<file path="config.mk">
export PLATFORM = sky130hd
export DESIGN_NAME = fetch_unit_flat
export DESIGN_NICKNAME = d
export VERILOG_FILES = /design/src/rtl/cotm32_pkg.sv /design/src/rtl/fetch_unit_if.sv /design/src/rtl/fetch_hold_buf.sv /design/src/rtl/fetch_unit.sv /design/src/flat_wrapper.sv
export SDC_FILE = /design/constraint.sdc
export NUM_CORES = 1
export LEC_CHECK = 0
export CORE_ASPECT_RATIO = 0.6
export CORE_UTILIZATION = 51
export CTS_CLUSTER_DIAMETER = 50
export CTS_CLUSTER_SIZE = 40
export DETAILED_ROUTE_END_ITERATION = 12
export PLACE_DENSITY = 0.82
export SLEW_MARGIN = 10
export SYNTH_ARGS = -nofsm -noshare
export SYNTH_HDL_FRONTEND = slang
export SYNTH_SLANG_ARGS = --single-unit
</file>
<file path="constraint.sdc">
create_clock -name i_clk -period 2.48 [get_ports i_clk]
set_clock_uncertainty 0.1 [all_clocks]
set_input_delay 0.248 -clock i_clk [delete_from_list [all_inputs] [get_ports i_clk]]
set_output_delay 0.248 -clock i_clk [all_outputs]
set_load 0.005 [all_outputs]
</file>
<file path="src/rtl/cotm32_pkg.sv">
// cotm32 shared types and constants.
// Fetch state encoding and the canonical NOP used by the IF/ID bubble.
package cotm32_pkg;

  localparam int XLEN = 32;

  localparam logic [XLEN-1:0] NOP_INST = 32'h0000_0013;

  typedef enum logic [1:0] {
    FETCH_IDLE = 2'd0,
    FETCH_WAIT = 2'd1,
    FETCH_DROP = 2'd2
  } fetch_state_t;

endpackage

</file>
<file path="src/rtl/fetch_unit_if.sv">
// Instruction-memory request/response bus.
// master = fetch unit, slave = instruction memory.
interface fetch_unit_if;
  import cotm32_pkg::*;

  logic            req;
  logic [XLEN-1:0] addr;
  logic            ready;
  logic            rvalid;
  logic [XLEN-1:0] rdata;

  modport master (
    output req, addr,
    input  ready, rvalid, rdata
  );

  modport slave (
    input  req, addr,
    output ready, rvalid, rdata
  );

endinterface

</file>
<file path="src/rtl/fetch_hold_buf.sv">
// One-entry {pc,inst} buffer for a fetch response landing during a stall.
// Clear has priority over write, write over read.
module fetch_hold_buf
  import cotm32_pkg::*;
(
  input  logic            i_clk,
  input  logic            i_rst_n,
  input  logic            wr,
  input  logic            rd,
  input  logic            clr,
  input  logic [XLEN-1:0] wr_pc,
  input  logic [XLEN-1:0] wr_inst,
  output logic            full,
  output logic [XLEN-1:0] pc,
  output logic [XLEN-1:0] inst
);

  logic            full_q;
  logic [XLEN-1:0] pc_q;
  logic [XLEN-1:0] inst_q;

  always_ff @(posedge i_clk) begin
    if (!i_rst_n) begin
      full_q <= 1'b0;
      pc_q   <= '0;
      inst_q <= NOP_INST;
    end else begin
      if (clr)     full_q <= 1'b0;
      else if (wr) full_q <= 1'b1;
      else if (rd) full_q <= 1'b0;
      if (wr && !clr) begin
        pc_q   <= wr_pc;
        inst_q <= wr_inst;
      end
    end
  end

  assign full = full_q;
  assign pc   = pc_q;
  assign inst = inst_q;

endmodule

</file>
<file path="src/rtl/fetch_unit.sv">
// IF stage and IF/ID register, single outstanding imem fetch.
// Define FETCH_PERF_EN to add fetch/drop performance counters.
module fetch_unit
  import cotm32_pkg::*;
#(
  parameter logic [XLEN-1:0] RESET_PC = 32'h0000_0000
) (
  input  logic            i_clk,
  input  logic            i_rst_n,
  input  logic            i_stall_ifid,
  input  logic            i_flush_ifid,
  input  logic            i_redirect,
  input  logic [XLEN-1:0] i_redirect_pc,
  fetch_unit_if.master    imem,
  output logic [XLEN-1:0] o_id_pc,
  output logic [XLEN-1:0] o_id_inst,
  output logic            o_id_valid
`ifdef FETCH_PERF_EN
  ,
  output logic [31:0]     o_perf_fetch_cnt,
  output logic [31:0]     o_perf_drop_cnt
`endif
);

  fetch_state_t    state_q, state_d;
  logic [XLEN-1:0] pc_q;
  logic [XLEN-1:0] req_pc_q;
  logic [XLEN-1:0] id_pc_q;
  logic [XLEN-1:0] id_inst_q;
  logic            id_valid_q;

  logic            hold_full;
  logic [XLEN-1:0] hold_pc;
  logic [XLEN-1:0] hold_inst;

  logic req;
  logic accept;
  logic id_free;
  logic resp_keep;
  logic resp_drop;
  logic drain;
  logic hold_wr;
  logic hold_rd;

  assign accept  = req && imem.ready;
  assign id_free = !i_stall_ifid || !id_valid_q;

  assign resp_keep = imem.rvalid && (state_q == FETCH_WAIT)
                  && !i_redirect;
  assign resp_drop = imem.rvalid
                  && ((state_q == FETCH_DROP)
                   || ((state_q == FETCH_WAIT) && i_redirect));

  // A redirect empties the buffer, so nothing drains that cycle.
  assign drain   = hold_full && id_free && !i_redirect;
  assign hold_rd = drain && !i_flush_ifid;
  assign hold_wr = resp_keep && !id_free;

  always_comb begin
    state_d = state_q;
    req     = 1'b0;
    unique case (1'b1)
      state_q == FETCH_IDLE: begin
        req = i_rst_n && !hold_full && !i_redirect;
        if (req && imem.ready) state_d = FETCH_WAIT;
      end
      state_q == FETCH_WAIT: begin
        if (imem.rvalid)     state_d = FETCH_IDLE;
        else if (i_redirect) state_d = FETCH_DROP;
      end
      state_q == FETCH_DROP: begin
        if (imem.rvalid) state_d = FETCH_IDLE;
      end
      default: state_d = FETCH_IDLE;
    endcase
  end

  always_ff @(posedge i_clk) begin
    if (!i_rst_n) begin
      state_q  <= FETCH_IDLE;
      pc_q     <= RESET_PC;
      req_pc_q <= '0;
    end else begin
      state_q <= state_d;
      if (i_redirect) begin
        pc_q <= {i_redirect_pc[XLEN-1:2], 2'b00};
      end else if (accept) begin
        pc_q     <= pc_q + 32'd4;
        req_pc_q <= pc_q;
      end
    end
  end

  always_ff @(posedge i_clk) begin
    if (!i_rst_n) begin
      id_valid_q <= 1'b0;
      id_pc_q    <= '0;
      id_inst_q  <= NOP_INST;
    end else if (i_flush_ifid) begin
      id_valid_q <= 1'b0;
      id_inst_q  <= NOP_INST;
    end else if (drain) begin
      id_valid_q <= 1'b1;
      id_pc_q    <= hold_pc;
      id_inst_q  <= hold_inst;
    end else if (resp_keep && id_free) begin
      id_valid_q <= 1'b1;
      id_pc_q    <= req_pc_q;
      id_inst_q  <= imem.rdata;
    end
  end

  fetch_hold_buf u_hold (
    .i_clk   (i_clk),
    .i_rst_n (i_rst_n),
    .wr      (hold_wr),
    .rd      (hold_rd),
    .clr     (i_redirect),
    .wr_pc   (req_pc_q),
    .wr_inst (imem.rdata),
    .full    (hold_full),
    .pc      (hold_pc),
    .inst    (hold_inst)
  );

`ifdef FETCH_PERF_EN
  logic [31:0] fetch_cnt_q;
  logic [31:0] drop_cnt_q;

  always_ff @(posedge i_clk) begin
    if (!i_rst_n) begin
      fetch_cnt_q <= '0;
      drop_cnt_q  <= '0;
    end else begin
      if (resp_keep) fetch_cnt_q <= fetch_cnt_q + 32'd1;
      if (resp_drop) drop_cnt_q  <= drop_cnt_q + 32'd1;
    end
  end

  assign o_perf_fetch_cnt = fetch_cnt_q;
  assign o_perf_drop_cnt  = drop_cnt_q;
`endif

`ifndef SYNTHESIS
  a_no_orphan_rvalid: assert property (
    @(posedge i_clk) disable iff (!i_rst_n)
    !(imem.rvalid && state_q == FETCH_IDLE)
  );
`endif

  assign imem.req   = req;
  assign imem.addr  = pc_q;
  assign o_id_pc    = id_pc_q;
  assign o_id_inst  = id_inst_q;
  assign o_id_valid = id_valid_q;

endmodule

</file>
<file path="src/flat_wrapper.sv">
// flat-port wrapper written by rule: the top's interface ports become plain ports
module fetch_unit_flat import cotm32_pkg::*;
#(
  parameter logic [XLEN-1:0] RESET_PC = 32'h0000_0000
)
  (i_clk, i_rst_n, i_stall_ifid, i_flush_ifid, i_redirect, i_redirect_pc, o_id_pc, o_id_inst, o_id_valid, imem_req, imem_addr, imem_ready, imem_rvalid, imem_rdata);
  fetch_unit_if imem_i ();
  input  logic i_clk;
  input  logic i_rst_n;
  input  logic i_stall_ifid;
  input  logic i_flush_ifid;
  input  logic i_redirect;
  input  logic [XLEN-1:0] i_redirect_pc;
  output logic [XLEN-1:0] o_id_pc;
  output logic [XLEN-1:0] o_id_inst;
  output logic o_id_valid;
  output wire logic [$bits(imem_i.req)-1:0] imem_req;
  output wire logic [$bits(imem_i.addr)-1:0] imem_addr;
  input wire logic [$bits(imem_i.ready)-1:0] imem_ready;
  input wire logic [$bits(imem_i.rvalid)-1:0] imem_rvalid;
  input wire logic [$bits(imem_i.rdata)-1:0] imem_rdata;
  assign imem_req = imem_i.req;
  assign imem_addr = imem_i.addr;
  assign imem_i.ready = imem_ready;
  assign imem_i.rvalid = imem_rvalid;
  assign imem_i.rdata = imem_rdata;
  fetch_unit #(.RESET_PC(RESET_PC)) u_core (.i_clk(i_clk), .i_rst_n(i_rst_n), .i_stall_ifid(i_stall_ifid), .i_flush_ifid(i_flush_ifid), .i_redirect(i_redirect), .i_redirect_pc(i_redirect_pc), .imem(imem_i), .o_id_pc(o_id_pc), .o_id_inst(o_id_inst), .o_id_valid(o_id_valid));
endmodule
</file>
; ---- After elaboration in Yosys (flattened, before gate mapping)
; Index checks and enable logic that the tools add are counted.
[word_totals]
input_bits = 71
regBits = 196
latch_bits = 0
n_memories = 0
output_inout_bits = 98
word_cells = 63
romBits = 0
mem_bits_rw = 0
[op_classes]
n_addsub = 1
order_cmp = 0
div_mod_pow = 0
muxes = 16
bitwise_logic = 3
n_eq_ne = 5
reduce_logical = 28
multipliers = 0
shifts = 0
[op_table]
columns = cell, count
row1 = 2-to-1 mux 32 bit, 6
row2 = "adder 32 x 3 -> 32 bit, second input constant", 1
row3 = logical AND 1 bit, 12
row4 = 2-to-1 mux 2 bit, 4
row5 = logical NOT 1 bit, 6
row6 = one-hot mux 2 bit (3 select lines), 1
row7 = nonzero test 2 bit, 3
row8 = 2-to-1 mux 1 bit, 5
row9 = "!= test 2 bit, second input constant", 2
row10 = AND reduction 2 bit, 2
row11 = OR reduction 2 bit, 2
row12 = "!= test 3 bit, second input constant", 1
row13 = inverter 1 bit, 3
row14 = AND reduction 3 bit, 1
row15 = "equality test 2 x 1 -> 1 bit, second input constant", 1
row16 = "equality test 2 bit, second input constant", 1
row17 = logical NOT 2 bit, 1
row18 = logical OR 1 bit, 1

; ---- Longest topological paths before layout
; Gate-level depths: netlist (run 1).
[logic_depth]
ltp_word = 7
depth_mapped = 7
mapped_depth_nobuf = 5

; ---- Modules after synthesis
; A second synthesis (run 1) with hierarchy kept.
[hier_totals]
hier_cells = 965
area_unflattened_um2 = 8453.1
[by_module_without_submodules]
columns = module, cells_each, instances, seq_area_each_um2, area_per_inst_um2
row1 = fetch_unit, 683, 1, 2542.4, 5785.5
row2 = fetch_hold_buf, 282, 1, 1301.2, 2667.6

; ---- Worst setup path before layout (run 1)
; No wires, ideal clock.
[synth_timing]
path_type = register to register
from = register u_core.u_hold.full_q (netlist: u_core.u_hold.full)
to = register u_core.pc_q[27] (netlist: u_core.imem.addr[27])
t_required_ns = 2.306
setup_time_ns = 0.074
period_less_slack_ns = 2.142
n_path_buf = 0
path_stages_with_launch = 5
arrival_ns = 1.968
setup_slack_ns = 0.338
path_cell_list = dfxtp_1 > or4b_1 > or4_1 > or4_1 > a31oi_1
[synth_via]
elab_chain_len = 6
[synth_lines]
columns = element, line
row1 = start: declaration, fetch_hold_buf.sv:18  ; logic full_q;
row2 = start signal: assignment, fetch_hold_buf.sv:24  ; full_q <= 1'b0;
row3 = start signal: assignment, fetch_hold_buf.sv:28  ; if (clr) full_q <= 1'b0;
row4 = start signal: assignment, fetch_hold_buf.sv:29  ; else if (wr) full_q <= 1'b1;
row5 = logical NOT 1 bit, fetch_unit.sv:64  ; req = i_rst_n && !hold_full && !i_redirect;
row6 = logical AND 1 bit (2 in a row), fetch_unit.sv:64
row7 = 2-to-1 mux 1 bit, fetch_unit.sv:62  ; unique case (1'b1)
row8 = logical AND 1 bit, fetch_unit.sv:45  ; assign accept = req && imem.ready;
row9 = nonzero test 2 bit (no line), --
row10 = end signal: assignment, fetch_unit.sv:86  ; pc_q <= {i_redirect_pc[XLEN-1:2], 2'b00};
row11 = end signal: assignment, fetch_unit.sv:88  ; pc_q <= pc_q + 32'd4;
row12 = end: declaration, fetch_unit.sv:26  ; logic [XLEN-1:0] pc_q;
; Every way passes these cells.
; A chain may end at the register's enable or synchronous reset.

; ---- Worst setup path in the final report (run 1)
[layout_timing]
from = input i_redirect
to = output imem_req
[layout_via]
elab_chain_len = 3
[layout_lines]
columns = element, line
row1 = start: declaration, flat_wrapper.sv:12  ; input logic i_redirect;
row2 = logical NOT 1 bit, fetch_unit.sv:64
row3 = logical AND 1 bit, fetch_unit.sv:64
row4 = 2-to-1 mux 1 bit, fetch_unit.sv:62
row5 = end: declaration, flat_wrapper.sv:17  ; output wire logic [$bits(imem_i.req)-1:0] imem_req;
; Every way passes these cells.

==> summary.txt, run 1 <==
Drt initial violations: 729
Number of I/O port buffers: 162
Post-synthesis average cell area: 8.38 sq um
Placed cell areas: 0.0100 sq mm
Fraction of layout cells with a size suffix above 1: 8.70%
Mapped Area: 0.00789 sq mm
Synth top area cells: dfxtp_1 48%, nand2_1 10%, mux2i_1 7.6%
Critical Path AT: 2.00 ns
Hold-fix buffers at CTS: 0
Starting Density: 53.3%
Seq/Total Area, Yosys: 47.7%
Yosys synthesis warning count: 0
CTS HTree Levels: 4
Multi-input gate area: 0.00385 sq mm
Total gr overflow: 0
Routed wire length per instance: 16.8 um
Clock root buffer: clkbuf_16
Worst VDD drop: 411 uV
Pre-Repair DR Iteration Count: 5
Post-synth EDFFs: 0
DIE WIDTH: 163 um
R2R setup slack: 0.18 ns
TritonCTS clock tree: yes
Pleak: 3.85 nW
DR vias: 7525
Area leader, netlist: dfxtp_1
Diodes inserted: 0
Vias per inst: 5.73
Chip height: 98.4 um
Worst skew pair latency: 0.42 ns
HP Class: primary input to register
Mapped Cells: 942
Reg2Reg Launch Point: u_core.state_q[1]
Reg-to-reg endpoint: u_core.imem.addr[29]
Core Region: 0.0148 sq mm
Top FF cell, synth: dfxtp_1
Commonest non-fill, non-tap cell in the layout: nand2_1
Post-route cell area: 0.0106 sq mm
RSZ-0062 raised after global routing: no
Post_cts resized: 0
Area grow syn2layout: 33.7%
Status: completed
Crit Path Max Fanout: 9
Vias in the first global route: 6909
Setup crit end kind: output pin
Final min period: 2.35 ns
Layout fillers: 1129
Hold depth: 3
Number of max-cap violations: 0
Hold slack: 0.292 ns
Largest net degree at the start of global routing: 75
Highest Clock Rate: 426 MHz
Hold Startpoint: i_redirect_pc[12]
Total power: 6.27 mW
Post-synth top area share: 47.7%
Global-route usage over all layers: 27.6%
Num ports: 169
Clock slew at reported path FFs: 0.07 ns
Total Wirelength: 22.1 mm
Area of the die: 0.0160 sq mm
Gpl congestion: 0.908
FF+latch area: 0.00376 sq mm
Clock Sinks: 188
Std cell rows: 34
Tcrit/Tclk final: 94.6%
Most frequent cells in the layout: 212 x nand2_1, 188 x dfxtp_1, 162 x clkdlybuf4s50_1
Setup violators final: 0
Crit path kind: primary input to output pin
Final ANT Viol Nets: 0
Setup Fix Bufs, Post-CTS: 0
WHS Endpoint: u_core.imem.addr[12]
PD cells: 594 mW/mm^2
Fin. Hold Viols: 0
CTS Buffer Depth: 2
Final HPWL DP: 14.9 mm
Slew Limit Fails: 0
Cells on worst reg2reg path: 4
Layout Nets: 1174
Async S/R FF share, synth: 0%
CTS Buf Count: 17
Residual DRC: 0
CP required: 2.13 ns
Antenna violations before repair: 0
Startpoint types: primary input
First-pass GRT wire length: 35.1 mm
Synth cell types: 54
Synth Register Bits: 188
area by class of cell:
class                      count  share of cell area (%)
sequential                   188                    35.7
timing repair buffer         215                    20.0
clock inverter                12                    1.06
inverter                      10                   0.379
clock buffer                  20                    4.14
tap                          198                    2.35
multi-input combinational    670                    36.5
layer usage:
layer  track usage (%)  wire [um]
met4              8.70        356
met2              40.5       9380
met3              6.37       1830
met5                 0          0
met1              40.0      10500
power by group:
part	total (mW)	switching [mW]	internal, mW
registers	3.13	0.0599	3.07
logic	0.538	0.257	0.281
clock network	2.60	1.21	1.40
sequential cells by signal, summed over array words and instances (netlist names):
signal and count:
u_core.o_id_pc 30, u_core.u_hold.pc 30, u_core.u_hold.full 1, u_core.u_hold.inst 32, u_core.imem.addr 30, u_core.o_id_valid 1, u_core.o_id_inst 32, u_core.state_q 2
u_core.req_pc_q 30
worst max-delay path, stage by stage:
cell and delay [ns]:
clkdlybuf4s50_1 0.65, nand2b_1 0.28, nor4_1 0.24, clkdlybuf4s50_1 0.58
Yosys cell counts, types with 10 or more instances:
cell,n
a211oi_1,65
a21oi_1,97
a31oi_1,14
clkbuf_1,65
dfxtp_1,188
mux2i_1,60
nand2_1,212
nand3_1,13
nand4_1,13
nor2_1,75
o21ai_0,10
or4_1,13
through the flow:
stage	std cells	setup slack, ns	utilization, %	TNS (ns)
after floorplan	945	0.338	-	0
after global placement	1281	-0.0386	67.6	-0.0759
after detailed placement	1281	-0.0819	67.6	-0.132
after CTS	1313	0.155	71.3	0
after global routing	1313	0.0631	71.3	0
final	1313	0.134	71.3	0
worst max-delay path by stage:
stage	startpoint	slack (ns)	to
after detailed placement	imem_ready	-0.08	u_core.imem.addr[29]
after global routing	u_core.state_q[1]	0.06	u_core.imem.addr[29]
final	i_redirect	0.13	imem_req
after global placement	imem_ready	-0.04	u_core.imem.addr[27]
after CTS	i_redirect	0.15	imem_req
after floorplan	u_core.u_hold.full	0.34	u_core.imem.addr[27]
kinds of logic (layout without fill, tap and decap cells):
logic type	after synthesis	after routing	share of synthesized area, %
AO/OA/AOI/OAI	226	226	18.5
XOR/XNOR	4	4	0.444
buffers and inverters	87	257	4.37
multiplexers	64	64	8.18
flip-flops	188	188	47.7
other	1	4	0.0475
adder cells (fa/ha/maj)	1	1	0.158
AND/OR/NAND/NOR	371	371	20.7
Power figures use the tool's default switching activity.
==> run 2, diff against run 1 <==
- ABC_AREA: default -> 1
==> run 2 against run 1 <==
The flow now finishes with violations (DRC). Critical path depth grew 5. Wire length grew 2.0%. Sequential cell count is the same. Final cell count grew 15%. Sequential power is essentially flat. Die area grew 4.1%. Worst setup slack gained 0.32 ns. Maximum frequency grew 16%. Critical path type is now register to register. Critical endpoint is now u_core.imem.addr[31]. Largest cell class is now sequential cells.
==> summary.txt, run 2 <==
Number of I/O port buffers: 162
Least-Margin Pin Slew: 0.768 ns
DIE WIDTH: 166 um
Fin Setup TNS: 0 ns
Clock root buffer: clkbuf_16
Vias per inst: 5.32
Vias in the first global route: 7276
Antenna violations before repair: 0
Clock slew at reported path FFs: 0.09 ns
Slew Limit Fails: 0
Total Wirelength: 22.5 mm
Hold depth: 4
Normalized max-slew margin: 48.8%
PD cells: 601 mW/mm^2
Top-count cell post-synth: nand2_1
Num ports: 169
Fraction of layout cells with a size suffix above 1: 5.59%
RSZ-0062 raised after global routing: no
Crit path kind: register to register
Core Region: 0.0155 sq mm
Hold-fix buffers at CTS: 0
HP Class: primary input to register
Highest Clock Rate: 493 MHz
Startpoint types: register
Setup violators final: 0
Cells on worst reg2reg path: 9
Chip height: 100 um
Layout Nets: 1365
WHS Endpoint: u_core.u_hold.inst[28]
Routed wire length per instance: 14.9 um
CTS Buf Count: 17
R2R setup slack: 0.45 ns
Post_cts resized: 0
Pleak: 4.07 nW
Post-synthesis average cell area: 7.08 sq um
Commonest non-fill, non-tap cell in the layout: nand2_1
Mapped Cells: 1161
Synth top area cells: dfxtp_1 46%, o21ai_0 10%, nand2_1 8.8%
Gpl congestion: 0.951
Std cell rows: 35
Reg-to-reg endpoint: u_core.imem.addr[31]
Clock Sinks: 188
DR vias: 8028
Status: finished, violations left
Critical Path AT: 2.27 ns
Mapped Area: 0.00822 sq mm
TritonCTS clock tree: yes
Diodes inserted: 0
Number of max-cap violations: 0
Synth cell types: 36
Pre-Repair DR Iteration Count: 9
Fin. Hold Viols: 0
Seq/Total Area, Yosys: 45.8%
Residual DRC: 4
Violated checks: DRC
Hold Startpoint: i_rst_n
Area of the die: 0.0166 sq mm
Drt initial violations: 641
Final ANT Viol Nets: 0
Area grow syn2layout: 28.6%
CP required: 2.72 ns
Crit Path Max Fanout: 6
Top FF cell, synth: dfxtp_1
CTS Buffer Depth: 2
Post-synth EDFFs: 0
First-pass GRT wire length: 36.7 mm
Worst VDD drop: 505 uV
CTS HTree Levels: 4
Yosys synthesis warning count: 0
Reg2Reg Launch Point: u_core.imem.addr[6]
Most frequent cells in the layout: 192 x nand2_1, 188 x dfxtp_1, 179 x nor2_1
Post-synth top area share: 45.8%
Worst skew pair latency: 0.43 ns
Starting Density: 52.9%
Global-route usage over all layers: 27.5%
Synth cell count leaders: 192 x nand2_1, 188 x dfxtp_1, 180 x nor2_1
Final HPWL DP: 15.5 mm
Total gr overflow: 0
Setup Fix Bufs, Post-CTS: 0
Setup crit end kind: register
Synth Register Bits: 188
Tcrit/Tclk final: 81.9%
Area leader, netlist: dfxtp_1
Async S/R FF share, synth: 0%
Final min period: 2.03 ns
Largest net degree at the start of global routing: 87
Total power: 6.36 mW
-- run 2: worst max-delay path by stage --
| stage | cells past startpoint | startpoint | to |
|---|---|---|---|
| global placement | 10 | i_redirect | u_core.imem.addr[9] |
| finish | 9 | u_core.imem.addr[6] | u_core.imem.addr[31] |
| global route | 7 | u_core.imem.addr[6] | u_core.imem.addr[23] |
| CTS | 4 | u_core.state_q[0] | imem_req |
| floorplan | 12 | u_core.imem.addr[2] | u_core.imem.addr[26] |
| detailed placement | 11 | i_redirect | u_core.o_id_pc[18] |
-- run 2: cell families (layout without fill, tap and decap cells) --
logic type      after synthesis  count (layout)  share of synthesized area, %
xor+xnor                     10              10                          1.07
compound gates              344             344                          22.3
fa+ha+maj                     1               1                         0.152
buf+inv                     197             339                          10.3
simple gates                420             420                          20.4
flops                       188             188                          45.8
other cells                   1               4                        0.0456
-- run 2: metal layers --
metal,part of all wire [%],vias up,GRT usage (%)
met5,0,-,0
met4,0.69,0,6.33
met3,7.8,19,7.06
met2,43,274,41.9
li1,-,4021,-
met1,48,3714,39.0
-- run 2: critical path, cell delays in order, from the launching register on --
cell and delay, ns:
dfxtp_1 0.46, nand2_1 0.12, nor2_1 0.15, nand2_1 0.12
nor2_1 0.44, nand2_1 0.17, o21ai_0 0.18, nand3_1 0.09
nand2_1 0.06, inv_1 0.04
-- run 2: stage by stage --
stage               cell area [sq um]  hold slack, ns  setup slack (ns)  utilization (%)  std cells
global placement                 9970           0.333             0.394             64.2       1477
CTS                             10600           0.253             0.472             68.0       1509
global route                    10600           0.271             0.256             68.0       1509
finish                          10600           0.279             0.450             68.0       1509
floorplan                        8230           0.274             0.821                -       1164
detailed placement               9970           0.339             0.288             64.2       1477
-- run 2: power by group --
part / internal (mW) / leakage (nW) / switching, mW
Sequential: 3.07 / 1.52 / 0.0644
Combinational: 0.259 / 2.27 / 0.258
Clock: 1.36 / 0.284 / 1.35
-- run 2: area by class of cell --
| cell class | instances | area, sq um |
|---|---|---|
| sequential | 188 | 3760 |
| clock inverter | 15 | 176 |
| tap | 203 | 254 |
| clock buffer | 17 | 425 |
| fill | 1318 | 4970 |
| multi-input combinational | 779 | 3640 |
| timing repair buffer | 188 | 1870 |
| inverter | 119 | 447 |
==> run 3, diff against run 2 <==
- clock period: 2.48 -> 2 ns (I/O delays scaled with it)
==> run 3 against run 2 <==
The flow still finishes with violations (DRC). Sequential share of layout area shrank 0.63 points. Via count increased by 2.5%. First-iteration DRC count up 10%. Design area increased by 1.9%. Largest cell class unchanged.
==> summary.txt, run 3 (synthesized netlist as in run 2, its figures left out) <==
Total power: 8.09 mW
Int Pwr: 6.07 mW
Crit Path Max Fanout: 2
CTS Buffer Depth: 2
CP required: 1.70 ns
Hold depth: 3
Largest net degree at the start of global routing: 75
PD cells: 750 mW/mm^2
Worst VDD drop: 593 uV
Worst skew pair latency: 0.43 ns
Status: finished, violations left
DR vias: 8229
Switch Pwr: 2.02 mW
Hold slack: 0.251 ns
Fin. Hold Viols: 0
Normalized max-slew margin: 53.2%
Fraction of layout cells with a size suffix above 1: 7.54%
Chip height: 100 um
Slew Limit Fails: 0
Post-route setup slack: 0.0498 ns
Final HPWL DP: 15.9 mm
Final min period: 1.95 ns
Number of I/O port buffers: 162
CTS Buf Count: 17
Logic pwr share: 8.1%
Setup violators final: 0
Area grow syn2layout: 31.1%
Clock slew at reported path FFs: 0.08 ns
Highest Clock Rate: 513 MHz
Startpoint types: register
RSZ-0062 raised after global routing: yes
Layout fillers: 1262
Most frequent cells in the layout: 191 x nand2_1, 186 x dfxtp_1, 176 x nor2_1
Commonest non-fill, non-tap cell in the layout: nand2_1
Clock Sinks: 188
Clock Power Share: 43.8%
Switch share: 24.9%
Global-route usage over all layers: 28.3%
Vias in the first global route: 7608
Drt initial violations: 707
Critical Path AT: 1.65 ns
Num ports: 169
Residual DRC: 4
Cells on worst reg2reg path: 9
TritonCTS clock tree: yes
FF+latch area: 0.00377 sq mm
HP Class: primary input to register
Vias per inst: 5.38
Pre-Repair DR Iteration Count: 12
CTS HTree Levels: 4
Fin util: 69.4%
Least-Margin Pin Slew: 0.701 ns
Area of the die: 0.0166 sq mm
Violated checks: DRC
Total Wirelength: 23.2 mm
Diodes inserted: 0
Multi-input gate area: 0.00365 sq mm
Core Region: 0.0155 sq mm
Pre-CTS setup slack: -0.0221 ns
Layout Nets: 1386
Gpl congestion: 0.942
Reg power frac: 48.1%
Std cell rows: 35
Routed wire length per instance: 15.2 um
Crit path kind: register to output pin
Tcrit/Tclk final: 97.5%
Antenna violations before repair: 0
First-pass GRT wire length: 37.9 mm
Final ANT Viol Nets: 0
Total gr overflow: 0
DIE WIDTH: 166 um
Fin Setup TNS: 0 ns
Pleak: 4.20 nW
Starting Density: 52.9%
Clock root buffer: clkbuf_16
Number of max-cap violations: 0
Setup crit end kind: output pin
-- run 3: worst paths after layout --
path / slack, ns / to / startpoint
setup / recovery: 0.05 / imem_req / u_core.state_q[1]
hold / removal: 0.25 / u_core.u_hold.inst[0] / i_rst_n
setup reg to reg: 0.11 / u_core.imem.addr[31] / u_core.imem.addr[11]
hold reg to reg: 0.35 / u_core.u_hold.pc[10] / u_core.u_hold.pc[10]
-- run 3: repair_timing --
item	CTS	global route
gates cloned	0	0
hold buffers	0	0
buffers inserted	1	0
endpoints found under the setup margin	1	6
pin swaps	1	1
resized for setup	1	7
-- run 3: layer usage --
| metal | vias to the layer above | part of all wire [%] | track usage (%) |
|---|---|---|---|
| li1 | 4071 | - | - |
| met2 | 291 | 44 | 44.4 |
| met5 | - | 0 | 0 |
| met4 | 0 | 1.5 | 9.20 |
| met3 | 35 | 7.3 | 5.05 |
| met1 | 3832 | 47 | 39.7 |
-- run 3: worst max-delay path, stage by stage, from the launching register on --
cell and delay [ns]:
dfxtp_1 0.33, nor2_2 0.15, inv_1 0.06, nor2_2 0.16, clkdlybuf4s50_1 0.52
-- run 3: power groups by stage --
stage / Sequential, mW / Clock [mW] / Combinational (mW)
floorplan: 3.96 / 0 / 0.298
detailed placement: 3.97 / 0 / 0.645
finish: 3.89 / 3.54 / 0.655
CTS: 3.89 / 3.56 / 0.653
global route: 3.90 / 3.73 / 0.719
global placement: 3.97 / 0 / 0.632
-- run 3: metrics by stage --
| step | instance area (sq um) | instances |
|---|---|---|
| 2_1_floorplan | 8230 | 1164 |
| 3_3_place_gp | 10100 | 1498 |
| 3_5_place_dp | 10100 | 1498 |
| 4_1_cts | 10800 | 1531 |
| 5_1_grt | 10800 | 1530 |
| 6_report | 10800 | 1530 |
-- run 3: area by class of cell --
class / count / area share (%)
Sequential cell: 188 / 35.0
Multi-Input combinational cell: 779 / 33.9
Timing Repair Buffer: 209 / 19.0
Inverter: 119 / 4.14
Clock buffer: 18 / 4.07
Tap cell: 203 / 2.36
Clock inverter: 14 / 1.65
